[config.mk]
export PLATFORM = sky130hd
export DESIGN_NAME = aes_sub_bytes_seq
export DESIGN_NICKNAME = d
export VERILOG_FILES = /design/src/rtl/aes_pkg.sv /design/src/rtl/aes_sbox.sv /design/src/rtl/aes_sub_bytes_seq.sv
export SDC_FILE = /design/constraint.sdc
export NUM_CORES = 1
export LEC_CHECK = 0
export CAP_MARGIN = 25
export CORE_MARGIN = 2
export CORE_UTILIZATION = 25
export CTS_BUF_LIST = sky130_fd_sc_hd__clkbuf_8
export CTS_CLUSTER_SIZE = 8
export DETAILED_ROUTE_END_ITERATION = 12
export PLACE_DENSITY = 0.41
export SLEW_MARGIN = 20
export SYNTH_ARGS = -nofsm -noshare
export SYNTH_HDL_FRONTEND = slang
export SYNTH_SLANG_ARGS = --single-unit
[constraint.sdc]
create_clock -name clk -period 5.75 [get_ports clk]
set_input_delay 0.8625 -clock clk [delete_from_list [all_inputs] [get_ports clk]]
set_output_delay 0.8625 -clock clk [all_outputs]
set_load 0.02 [all_outputs]
[src/rtl/aes_pkg.sv]
// ============================================================================
//  Module      : aes_pkg
//  Description : Shared AES definitions for the iterative SubBytes stage:
//                byte count, FSM state type and the forward S-box table.
//                The inverse S-box table is present only when
//                AES_SUB_BYTES_INV_EN is defined.
//                `AES_BLOCK_SIZE is normally supplied by aes_defines.svh; it
//                is defaulted here (guarded) so the slice builds stand-alone.
//  Ports       : none (package)
//  Revision    : 1.0 - initial release
// ============================================================================
`default_nettype none

`ifndef AES_BLOCK_SIZE
`define AES_BLOCK_SIZE 128
`endif

package aes_pkg;

    localparam int AES_BYTES = 16;

    typedef enum logic [1:0] {
        IDLE = 2'd0,
        BUSY = 2'd1,
        DONE = 2'd2
    } aes_sub_bytes_state_t;

    // Forward S-box, entry k = SubBytes(k).
    localparam logic [7:0] c_sbox [256] = '{
        8'h63, 8'h7c, 8'h77, 8'h7b, 8'hf2, 8'h6b, 8'h6f, 8'hc5, 8'h30, 8'h01, 8'h67, 8'h2b, 8'hfe, 8'hd7, 8'hab, 8'h76,
        8'hca, 8'h82, 8'hc9, 8'h7d, 8'hfa, 8'h59, 8'h47, 8'hf0, 8'had, 8'hd4, 8'ha2, 8'haf, 8'h9c, 8'ha4, 8'h72, 8'hc0,
        8'hb7, 8'hfd, 8'h93, 8'h26, 8'h36, 8'h3f, 8'hf7, 8'hcc, 8'h34, 8'ha5, 8'he5, 8'hf1, 8'h71, 8'hd8, 8'h31, 8'h15,
        8'h04, 8'hc7, 8'h23, 8'hc3, 8'h18, 8'h96, 8'h05, 8'h9a, 8'h07, 8'h12, 8'h80, 8'he2, 8'heb, 8'h27, 8'hb2, 8'h75,
        8'h09, 8'h83, 8'h2c, 8'h1a, 8'h1b, 8'h6e, 8'h5a, 8'ha0, 8'h52, 8'h3b, 8'hd6, 8'hb3, 8'h29, 8'he3, 8'h2f, 8'h84,
        8'h53, 8'hd1, 8'h00, 8'hed, 8'h20, 8'hfc, 8'hb1, 8'h5b, 8'h6a, 8'hcb, 8'hbe, 8'h39, 8'h4a, 8'h4c, 8'h58, 8'hcf,
        8'hd0, 8'hef, 8'haa, 8'hfb, 8'h43, 8'h4d, 8'h33, 8'h85, 8'h45, 8'hf9, 8'h02, 8'h7f, 8'h50, 8'h3c, 8'h9f, 8'ha8,
        8'h51, 8'ha3, 8'h40, 8'h8f, 8'h92, 8'h9d, 8'h38, 8'hf5, 8'hbc, 8'hb6, 8'hda, 8'h21, 8'h10, 8'hff, 8'hf3, 8'hd2,
        8'hcd, 8'h0c, 8'h13, 8'hec, 8'h5f, 8'h97, 8'h44, 8'h17, 8'hc4, 8'ha7, 8'h7e, 8'h3d, 8'h64, 8'h5d, 8'h19, 8'h73,
        8'h60, 8'h81, 8'h4f, 8'hdc, 8'h22, 8'h2a, 8'h90, 8'h88, 8'h46, 8'hee, 8'hb8, 8'h14, 8'hde, 8'h5e, 8'h0b, 8'hdb,
        8'he0, 8'h32, 8'h3a, 8'h0a, 8'h49, 8'h06, 8'h24, 8'h5c, 8'hc2, 8'hd3, 8'hac, 8'h62, 8'h91, 8'h95, 8'he4, 8'h79,
        8'he7, 8'hc8, 8'h37, 8'h6d, 8'h8d, 8'hd5, 8'h4e, 8'ha9, 8'h6c, 8'h56, 8'hf4, 8'hea, 8'h65, 8'h7a, 8'hae, 8'h08,
        8'hba, 8'h78, 8'h25, 8'h2e, 8'h1c, 8'ha6, 8'hb4, 8'hc6, 8'he8, 8'hdd, 8'h74, 8'h1f, 8'h4b, 8'hbd, 8'h8b, 8'h8a,
        8'h70, 8'h3e, 8'hb5, 8'h66, 8'h48, 8'h03, 8'hf6, 8'h0e, 8'h61, 8'h35, 8'h57, 8'hb9, 8'h86, 8'hc1, 8'h1d, 8'h9e,
        8'he1, 8'hf8, 8'h98, 8'h11, 8'h69, 8'hd9, 8'h8e, 8'h94, 8'h9b, 8'h1e, 8'h87, 8'he9, 8'hce, 8'h55, 8'h28, 8'hdf,
        8'h8c, 8'ha1, 8'h89, 8'h0d, 8'hbf, 8'he6, 8'h42, 8'h68, 8'h41, 8'h99, 8'h2d, 8'h0f, 8'hb0, 8'h54, 8'hbb, 8'h16
    };

`ifdef AES_SUB_BYTES_INV_EN
    // Inverse S-box, entry k = InvSubBytes(k).
    localparam logic [7:0] c_inv_sbox [256] = '{
        8'h52, 8'h09, 8'h6a, 8'hd5, 8'h30, 8'h36, 8'ha5, 8'h38, 8'hbf, 8'h40, 8'ha3, 8'h9e, 8'h81, 8'hf3, 8'hd7, 8'hfb,
        8'h7c, 8'he3, 8'h39, 8'h82, 8'h9b, 8'h2f, 8'hff, 8'h87, 8'h34, 8'h8e, 8'h43, 8'h44, 8'hc4, 8'hde, 8'he9, 8'hcb,
        8'h54, 8'h7b, 8'h94, 8'h32, 8'ha6, 8'hc2, 8'h23, 8'h3d, 8'hee, 8'h4c, 8'h95, 8'h0b, 8'h42, 8'hfa, 8'hc3, 8'h4e,
        8'h08, 8'h2e, 8'ha1, 8'h66, 8'h28, 8'hd9, 8'h24, 8'hb2, 8'h76, 8'h5b, 8'ha2, 8'h49, 8'h6d, 8'h8b, 8'hd1, 8'h25,
        8'h72, 8'hf8, 8'hf6, 8'h64, 8'h86, 8'h68, 8'h98, 8'h16, 8'hd4, 8'ha4, 8'h5c, 8'hcc, 8'h5d, 8'h65, 8'hb6, 8'h92,
        8'h6c, 8'h70, 8'h48, 8'h50, 8'hfd, 8'hed, 8'hb9, 8'hda, 8'h5e, 8'h15, 8'h46, 8'h57, 8'ha7, 8'h8d, 8'h9d, 8'h84,
        8'h90, 8'hd8, 8'hab, 8'h00, 8'h8c, 8'hbc, 8'hd3, 8'h0a, 8'hf7, 8'he4, 8'h58, 8'h05, 8'hb8, 8'hb3, 8'h45, 8'h06,
        8'hd0, 8'h2c, 8'h1e, 8'h8f, 8'hca, 8'h3f, 8'h0f, 8'h02, 8'hc1, 8'haf, 8'hbd, 8'h03, 8'h01, 8'h13, 8'h8a, 8'h6b,
        8'h3a, 8'h91, 8'h11, 8'h41, 8'h4f, 8'h67, 8'hdc, 8'hea, 8'h97, 8'hf2, 8'hcf, 8'hce, 8'hf0, 8'hb4, 8'he6, 8'h73,
        8'h96, 8'hac, 8'h74, 8'h22, 8'he7, 8'had, 8'h35, 8'h85, 8'he2, 8'hf9, 8'h37, 8'he8, 8'h1c, 8'h75, 8'hdf, 8'h6e,
        8'h47, 8'hf1, 8'h1a, 8'h71, 8'h1d, 8'h29, 8'hc5, 8'h89, 8'h6f, 8'hb7, 8'h62, 8'h0e, 8'haa, 8'h18, 8'hbe, 8'h1b,
        8'hfc, 8'h56, 8'h3e, 8'h4b, 8'hc6, 8'hd2, 8'h79, 8'h20, 8'h9a, 8'hdb, 8'hc0, 8'hfe, 8'h78, 8'hcd, 8'h5a, 8'hf4,
        8'h1f, 8'hdd, 8'ha8, 8'h33, 8'h88, 8'h07, 8'hc7, 8'h31, 8'hb1, 8'h12, 8'h10, 8'h59, 8'h27, 8'h80, 8'hec, 8'h5f,
        8'h60, 8'h51, 8'h7f, 8'ha9, 8'h19, 8'hb5, 8'h4a, 8'h0d, 8'h2d, 8'he5, 8'h7a, 8'h9f, 8'h93, 8'hc9, 8'h9c, 8'hef,
        8'ha0, 8'he0, 8'h3b, 8'h4d, 8'hae, 8'h2a, 8'hf5, 8'hb0, 8'hc8, 8'heb, 8'hbb, 8'h3c, 8'h83, 8'h53, 8'h99, 8'h61,
        8'h17, 8'h2b, 8'h04, 8'h7e, 8'hba, 8'h77, 8'hd6, 8'h26, 8'he1, 8'h69, 8'h14, 8'h63, 8'h55, 8'h21, 8'h0c, 8'h7d
    };
`endif

endpackage

`default_nettype wire

[src/rtl/aes_sbox.sv]
// ============================================================================
//  Module      : aes_sbox
//  Description : Combinational 8-bit AES S-box lookup. With
//                AES_SUB_BYTES_INV_EN defined, i_inv selects the inverse
//                table; otherwise only the forward table exists.
//  Ports       : i_byte - byte to substitute
//                i_inv  - 1 = inverse S-box (AES_SUB_BYTES_INV_EN only)
//                o_byte - substituted byte
//  Revision    : 1.0 - initial release
// ============================================================================
`default_nettype none

module aes_sbox
    import aes_pkg::*;
(
    input  logic [7:0] i_byte,
`ifdef AES_SUB_BYTES_INV_EN
    input  logic       i_inv,
`endif
    output logic [7:0] o_byte
);

`ifdef AES_SUB_BYTES_INV_EN
    assign o_byte = i_inv ? c_inv_sbox[i_byte] : c_sbox[i_byte];
`else
    assign o_byte = c_sbox[i_byte];
`endif

endmodule

`default_nettype wire

[src/rtl/aes_sub_bytes_seq.sv]
// ============================================================================
//  Module      : aes_sub_bytes_seq
//  Description : Iterative AES SubBytes stage. Substitutes the 16 bytes of
//                one block SBOX_COUNT bytes per cycle (GROUPS = 16/SBOX_COUNT
//                cycles), holding one block at a time behind valid/ready
//                handshakes. Output feeds aes_shift_rows directly.
//                Optional macro AES_SUB_BYTES_INV_EN adds the 'inv' port and
//                the inverse S-box (InvSubBytes) for the decrypt path.
//  Ports       : clk       - clock, rising edge
//                rst_n     - asynchronous active-low reset
//                in_valid  - in_block valid
//                in_ready  - block can accept input (IDLE only)
//                in_block  - state to substitute, byte i = [8*i +: 8]
//                inv       - inverse mode, latched on accept (macro only)
//                out_valid - out_block valid (DONE only)
//                out_ready - downstream accepts out_block
//                out_block - substituted state, same byte ordering
//  Revision    : 1.0 - initial release
// ============================================================================
`default_nettype none

`ifndef AES_BLOCK_SIZE
`define AES_BLOCK_SIZE 128
`endif

module aes_sub_bytes_seq
    import aes_pkg::*;
#(
    parameter int SBOX_COUNT = 4
) (
    input  logic                       clk,
    input  logic                       rst_n,
    input  logic                       in_valid,
    output logic                       in_ready,
    input  logic [`AES_BLOCK_SIZE-1:0] in_block,
`ifdef AES_SUB_BYTES_INV_EN
    input  logic                       inv,
`endif
    output logic                       out_valid,
    input  logic                       out_ready,
    output logic [`AES_BLOCK_SIZE-1:0] out_block
);

    localparam int GROUPS = AES_BYTES / SBOX_COUNT;
    localparam int CNT_W  = (GROUPS > 1) ? $clog2(GROUPS) : 1;
    localparam int GRP_W  = SBOX_COUNT * 8;
    localparam logic [CNT_W-1:0] c_cnt_last = CNT_W'(GROUPS - 1);

    generate
        if (!(SBOX_COUNT == 1 || SBOX_COUNT == 2 || SBOX_COUNT == 4 ||
              SBOX_COUNT == 8 || SBOX_COUNT == 16)) begin : g_bad_sbox_count
            $error("aes_sub_bytes_seq: SBOX_COUNT must be 1, 2, 4, 8 or 16");
        end
    endgenerate

    aes_sub_bytes_state_t r_state;
    aes_sub_bytes_state_t w_state_next;

    logic [CNT_W-1:0]           r_cnt;
    logic [`AES_BLOCK_SIZE-1:0] r_work;
    logic [`AES_BLOCK_SIZE-1:0] r_out;
    logic [`AES_BLOCK_SIZE-1:0] w_work_next;
    logic [GRP_W-1:0]           w_grp_in;
    logic [GRP_W-1:0]           w_grp_out;
    logic [6:0]                 w_base;
    logic                       w_in_ready;
    logic                       w_out_valid;
    logic                       w_load;
    logic                       w_step;
    logic                       w_last;

    assign w_last = (r_cnt == c_cnt_last);

    // ------------------------------------------------------------------
    // FSM: state register
    // ------------------------------------------------------------------
    always_ff @(posedge clk or negedge rst_n) begin
        if (!rst_n) begin
            r_state <= IDLE;
        end else begin
            r_state <= w_state_next;
        end
    end

    // ------------------------------------------------------------------
    // FSM: next state and decoded controls. Handshake outputs depend on
    // r_state alone; in_valid/out_ready only steer the next state.
    // ------------------------------------------------------------------
    always_comb begin
        w_state_next = r_state;
        w_in_ready   = 1'b0;
        w_out_valid  = 1'b0;
        w_load       = 1'b0;
        w_step       = 1'b0;
        case (r_state)
            IDLE: begin
                w_in_ready = 1'b1;
                if (in_valid) begin
                    w_load       = 1'b1;
                    w_state_next = BUSY;
                end
            end
            BUSY: begin
                w_step = 1'b1;
                if (w_last) begin
                    w_state_next = DONE;
                end
            end
            DONE: begin
                w_out_valid = 1'b1;
                if (out_ready) begin
                    w_state_next = IDLE;
                end
            end
            default: begin
                w_state_next = IDLE;
            end
        endcase
    end

    assign in_ready  = w_in_ready;
    assign out_valid = w_out_valid;
    assign out_block = r_out;

    // ------------------------------------------------------------------
    // Datapath: the current group of bytes goes through the S-boxes and
    // is written back in place.
    // ------------------------------------------------------------------
    assign w_base   = 7'(r_cnt) * 7'(GRP_W);
    assign w_grp_in = r_work[w_base +: GRP_W];

    always_comb begin
        w_work_next                   = r_work;
        w_work_next[w_base +: GRP_W]  = w_grp_out;
    end

`ifdef AES_SUB_BYTES_INV_EN
    logic r_inv;

    // Mode is captured with the block so a toggling 'inv' cannot corrupt
    // the block in flight.
    always_ff @(posedge clk or negedge rst_n) begin
        if (!rst_n) begin
            r_inv <= 1'b0;
        end else if (w_load) begin
            r_inv <= inv;
        end
    end
`endif

    generate
        for (genvar k = 0; k < SBOX_COUNT; k++) begin : g_sbox
            aes_sbox u_sbox (
                .i_byte (w_grp_in[8*k +: 8]),
`ifdef AES_SUB_BYTES_INV_EN
                .i_inv  (r_inv),
`endif
                .o_byte (w_grp_out[8*k +: 8])
            );
        end
    endgenerate

    // r_out is a separate register so out_block holds the previous result
    // while the next block is being worked on.
    always_ff @(posedge clk or negedge rst_n) begin
        if (!rst_n) begin
            r_cnt  <= '0;
            r_work <= '0;
            r_out  <= '0;
        end else begin
            if (w_load) begin
                r_work <= in_block;
                r_cnt  <= '0;
            end else if (w_step) begin
                r_work <= w_work_next;
                if (!w_last) begin
                    r_cnt <= r_cnt + CNT_W'(1);
                end
            end
            if (w_step && w_last) begin
                r_out <= w_work_next;
            end
        end
    end

endmodule

`default_nettype wire
## After elaboration in Yosys (flattened, before gate mapping)

Memories as Yosys holds them, arrays and structs flattened.
Cells that the tools add are included.
W data, S select, Z words.

- Memories: 4
- Bits in read-only memories: 8192
- Input bits: 132
- Output and inout bits: 130
- Bits in registers: 260

Memories:

| name | depth | bits a word | rd ports | clocked after Yosys merged registers in | wr ports | line | source |
|---|---|---|---|---|---|---|---|
| (no name shown) | 256 | 8 | 1 | 0 | 0 | aes_sbox.sv:26 | `assign o_byte = c_sbox[i_byte];` |
| (no name shown) | 256 | 8 | 1 | 0 | 0 | aes_sbox.sv:26 |  |
| (no name shown) | 256 | 8 | 1 | 0 | 0 | aes_sbox.sv:26 |  |
| (no name shown) | 256 | 8 | 1 | 0 | 0 | aes_sbox.sv:26 |  |

- $lt $le $gt $ge: 4
- Muxes and demuxes: 23
- Equal/unequal tests: 7
- $add $sub $neg: 2
- Reduce and logical (&&, ||, !) cells: 5
- Shifts and indexed selects: 3
- Bitwise gates (word level): 4

Operators by type and width:

| kind | number |
|---|---|
| $mux W128 | 2 |
| $bwmux W128 | 1 |
| $shift A32 B9 Y128 const A | 1 |
| $shiftx A128 B8 Y32 | 1 |
| $shiftx A32 B9 Y128 | 1 |
| $mux W8 | 8 |
| $ge A9 B9 Y1 const B | 4 |
| $not A8 Y9 | 4 |
| $mux W2 | 6 |
| $neg A7 Y9 | 1 |
| $ne A2 B2 Y1 const B | 4 |
| $pmux W2 S3 | 1 |
| $mux W1 | 5 |
| $eq A2 B2 Y1 const B | 2 |
| $reduce_and A3 Y1 | 1 |
| $add A2 B1 Y2 const B | 1 |
| $eq A2 B1 Y1 const B | 1 |
| $logic_not A2 Y1 | 1 |
| $reduce_and A2 Y1 | 1 |
| $reduce_bool A2 Y1 | 1 |
| $logic_and A1 B1 Y1 | 1 |

## Depth between registers and ports, before layout

- Depth after elaboration: 9
- Gate-level depth with buffers: 17
- Mapped depth without buffers: 11

## By module

A second synthesis with hierarchy kept.

- Cell total of the unflattened synthesis: 3392
- Area, all modules: 25994.9 um2

Modules (own cells, without submodules):

| module | area each (um2) | times used | cells an instance |
|---|---|---|---|
| aes_sub_bytes_seq | 13430.4 | 1 | 1358 |
| aes_sbox (g_sbox[2].u_sbox ...) | 3179.3 | 2 | 507 |
| aes_sbox (g_sbox[0].u_sbox ...) | 3103.0 | 2 | 510 |

## Worst setup path before layout

No wires, ideal clock.

- Path kind: reg-to-reg
- Start point: register r_cnt[0]
- End point: register r_out[26] (netlist: out_block[26])
- Buffers on the path: 7
- Slack: 1.629 ns
- Stages on the path, launching flop included: 17
- Setup time: 0.126 ns
- Data arrival time: 3.995 ns
- Clock period less this slack: 4.121 ns
- Path through: dfrtp_1 > buf_6 > buf_8 > mux4_2 > clkbuf_1 > clkbuf_1 > buf_1 > ha_1 > clkbuf_1 > nand2b_1 > clkbuf_1 > a221oi_1 > a311oi_1 > a2111oi_0 > o31ai_1 > a221oi_1 > nor2_1

- Cells in the longest elaborated chain, start to end: 7
- Elaborated cells between the ends (all ways): 23
- Those cells by class: add/sub (1); eq/ne (1); shift (3); mux (9); bitwise (4); reduce/logical (1); memory (4)

Ends and longest elaborated chain:

| what | line | source |
|---|---|---|
| start, declared | aes_sub_bytes_seq.sv:59 | `logic [CNT_W-1:0] r_cnt;` |
| start signal, assigned | aes_sub_bytes_seq.sv:177 | `r_cnt <= r_cnt + CNT_W'(1);` |
| $shiftx A128 B8 Y32 | aes_sub_bytes_seq.sv:130 | `assign w_grp_in = r_work[w_base +: GRP_W];` |
| $not A8 Y9 (implied by the code) | aes_sbox.sv:26 |  |
| $mem_v2 Z256 W8 | -- |  |
| $mux W8 (implied by the code) (2 in a row) | aes_sbox.sv:26 |  |
| $shiftx A32 B9 Y128 | aes_sub_bytes_seq.sv:134 | `w_work_next[w_base +: GRP_W] = w_grp_out;` |
| $bwmux W128 | aes_sub_bytes_seq.sv:134 |  |
| end signal, assigned | aes_sub_bytes_seq.sv:181 | `r_out <= w_work_next;` |
| end, declared | aes_sub_bytes_seq.sv:61 | `` logic [`AES_BLOCK_SIZE-1:0] r_out; `` |

Parallel ways exist; a longest one is shown, timed or not. The select of a mux whose other input is x is not followed.
A chain may end at the register's enable or synchronous reset.

## Worst setup path in the final report

- Start point: register r_cnt[0]
- End point: register r_out[90] (netlist: out_block[90])

Same word-level chain as after synthesis.

==> results.cfg <==
[detailed_routing]
vias = 30520
route.met3.wl_mm = 14.17
firstDrtPassIters = 9
routed.top_layer = met5
drt-initial-drc-count = 4682
drc_errors = 0
wl_met1_mm = 64.07
ant_nets = 0
viasPerCell = 6.366
wl_met2_mm = 62.96
routedWlPerCell_um = 30.91
routed_wl_mm = 148.2

[worst_setup_path]
criticalPathCategory = register to register
crit_fanout = 28
end_kind = register
crit_required_ns = 6.35
crit_slowest_cell = dfrtp_4
reg2reg_depth = 11
start_kind = register
crit_path_max_incr_delay_ns = 0.91
path_common_cell = inv_1
rrSetupSlack_ns = 0.67
crit_path_cell_trace = mux4_2, inv_1, ha_1, inv_1, nand2_1, a211o_1, o211ai_1, o211a_1, o31ai_1, a221oi_1, nor2_1
cp.arrival_ns = 5.68

[timing]
max_slew_margin = 0.2476
finClkSkew_ns = 0.04678
worstMarginPinSlew_ns = 1.127
fin_crit_sh = 0.8836
rsz0062_at_grt = false
finalSetupViolCount = 0
hold_viol = 0
fin_crit_ns = 5.080
slew_violations = 0
fmax_mhz = 196.8
tns_ns = 0

[synth]
synth-seq-cells = 260
seq_area_frac_synth = 0.2544
syn_nets = 3513
syn_inst = 3320
synth_cell_types = 97
async_flop_share = 1.000
syn_avg_cell_area_um2 = 7.703
yosysWarnings = 0
synth_edf_count = 0
synth_flop_cell = dfrtp_1
syn_area_um2 = 25570

[clocking]
cts_hold_buf = 0
cts_setup_buffers = 0
insertion_delay_ns = 0.72
htreeDepth = 2
path_clk_slew_ns = 0.06
cts_tree = built
clk_path_buf_depth = 3
numCtsBuffers = 53
cts_sinks = 260
postCtsResizedCells = 0
cts-root-buf = clkbuf_8

[die]
fp.dieW_um = 323.8
die_y_um = 323.8
die-area_um2 = 104900
initial_utilization = 0.2517
num_io_pins = 262
rows = 117
coreArea_um2 = 101600

[place]
gp_congestion = 1.023
placed_cell_area_um2 = 29400
place_hpwl_mm = 101.4
io_buffers = 261

[layout]
nets = 3579
stdcell_area_um2 = 30520
drive_gt1_frac = 0.1034
area_delta_synth_final_pct = 19.35

[flow_run]
cap_violations = 0

[grt]
grt_pass1_vias = 28810
grtUsageTotal = 0.2716
overflow = 0
grt_pass1_wl_mm = 212.6
antenna_found_initial = 14
grt_max_degree = 136

[run_status]
status = finished clean

[min_path]
hp-class = input pin to async pin
==> per-stage QoR <==
step	utilization	hold slack (ns)	setup WS, ns	std cells
after floorplan	-	0.4813	1.629	3320
after global placement	0.2891	0.4796	0.7986	4695
after detailed placement	0.2894	0.4824	0.8388	4696
after CTS	0.2997	0.1217	0.7933	4788
after global routing	0.3004	0.1475	0.4582	4792
final	0.3005	0.1242	0.6695	4794
==> placed cells by master, fill, tap and decap left out, types with 63 or more instances in the layout <==
cell             netlist  routed
mux2i_1               85      83
nand2b_1              64      64
o211ai_1              64      64
buf_4                 12     119
o21ai_0              337     337
clkdlybuf4s50_1        0     260
and3_1               107     107
nor3_1                81      81
nor2_1               244     244
dfrtp_1              260     258
clkbuf_8               0      63
nand2_1              209     200
a21oi_1              302     298
a22oi_1              124     124
nand3_1               78      78
==> critical path, delay by kind of cell (launching register included) <==
kind                     cells  cell delay, ns
multiplexers                 1            0.62
AO/OA/AOI/OAI                5            1.53
adder cells (fa/ha/maj)      1            0.66
flip-flops                   1            0.91
AND/OR/NAND/NOR              2            0.63
buffers and inverters        2            0.58
==> logic make-up after synthesis <==
group / Yosys count / synth area share
and+or+nand+nor: 970 / 0.1875
DFF: 260 / 0.2544
buffers and inverters: 432 / 0.07304
adders and majority gates: 61 / 0.02984
muxes: 148 / 0.07334
AOI/OAI and AO/OA: 1440 / 0.3785
xor gates and xnor gates: 9 / 0.003376
==> per-layer routing <==
layer,up-vias,track usage
met5,-,0
met4,12,0.1179
met3,345,0.04807
met2,2081,0.3963
met1,15130,0.3888
li1,12950,-
==> registers in the layout (all words and copies together) (netlist names) <==
register   flops
out_block    128
r_cnt          2
r_work       128
r_state        2
==> final timing paths <==
path	start	to
worst max-delay path	r_cnt[0]$_DFFE_PN0P_	out_block[90]$_DFFE_PN0P_
worst min-delay path	rst_n	r_work[5]$_DFFE_PN0P_
worst max register to register	r_cnt[0]$_DFFE_PN0P_	out_block[90]$_DFFE_PN0P_
worst min register to register	out_block[88]$_DFFE_PN0P_	out_block[88]$_DFFE_PN0P_
max in group asynchronous	rst_n	r_cnt[1]$_DFFE_PN0P_
min in group clk	out_block[88]$_DFFE_PN0P_	out_block[88]$_DFFE_PN0P_
==> layout make-up <==
cell class / instances / area, µm²
inverters: 52 / 196.4
fillers: 11070 / 71070
flip-flops and latches: 260 / 6514
diodes: 3 / 7.507
well taps: 1368 / 1712
repair buffers: 391 / 3746
clock inverters: 29 / 177.7
multi-input cells: 2628 / 17300
clock buffers: 63 / 867.1
==> cells in the mapped netlist (28+ instances only) <==
master / instances / area share
a211oi_1: 50 / 0.015
a21o_1: 29 / 0.0085
a21oi_1: 302 / 0.059
a221o_1: 36 / 0.014
a221oi_1: 48 / 0.016
a22oi_1: 124 / 0.036
a311oi_1: 45 / 0.015
a31oi_1: 58 / 0.014
and2_1: 32 / 0.0078
and3_1: 107 / 0.026
buf_2: 103 / 0.020
clkbuf_1: 234 / 0.034
dfrtp_1: 260 / 0.25
ha_1: 61 / 0.030
inv_1: 48 / 0.0070
mux2_2: 35 / 0.015
mux2i_1: 85 / 0.033
mux4_2: 28 / 0.025
nand2_1: 209 / 0.031
nand2b_1: 64 / 0.016
nand3_1: 78 / 0.015
nor2_1: 244 / 0.036
nor2b_1: 33 / 0.0081
nor3_1: 81 / 0.016
o211ai_1: 64 / 0.019
o21ai_0: 337 / 0.066
o221ai_1: 38 / 0.013
o22ai_1: 46 / 0.011
o311ai_0: 38 / 0.013
or2_2: 28 / 0.0068
Power is left out: the tool's default activity adds up to more than one toggle a clock period on the data nets, which glitch-free logic cannot reach.
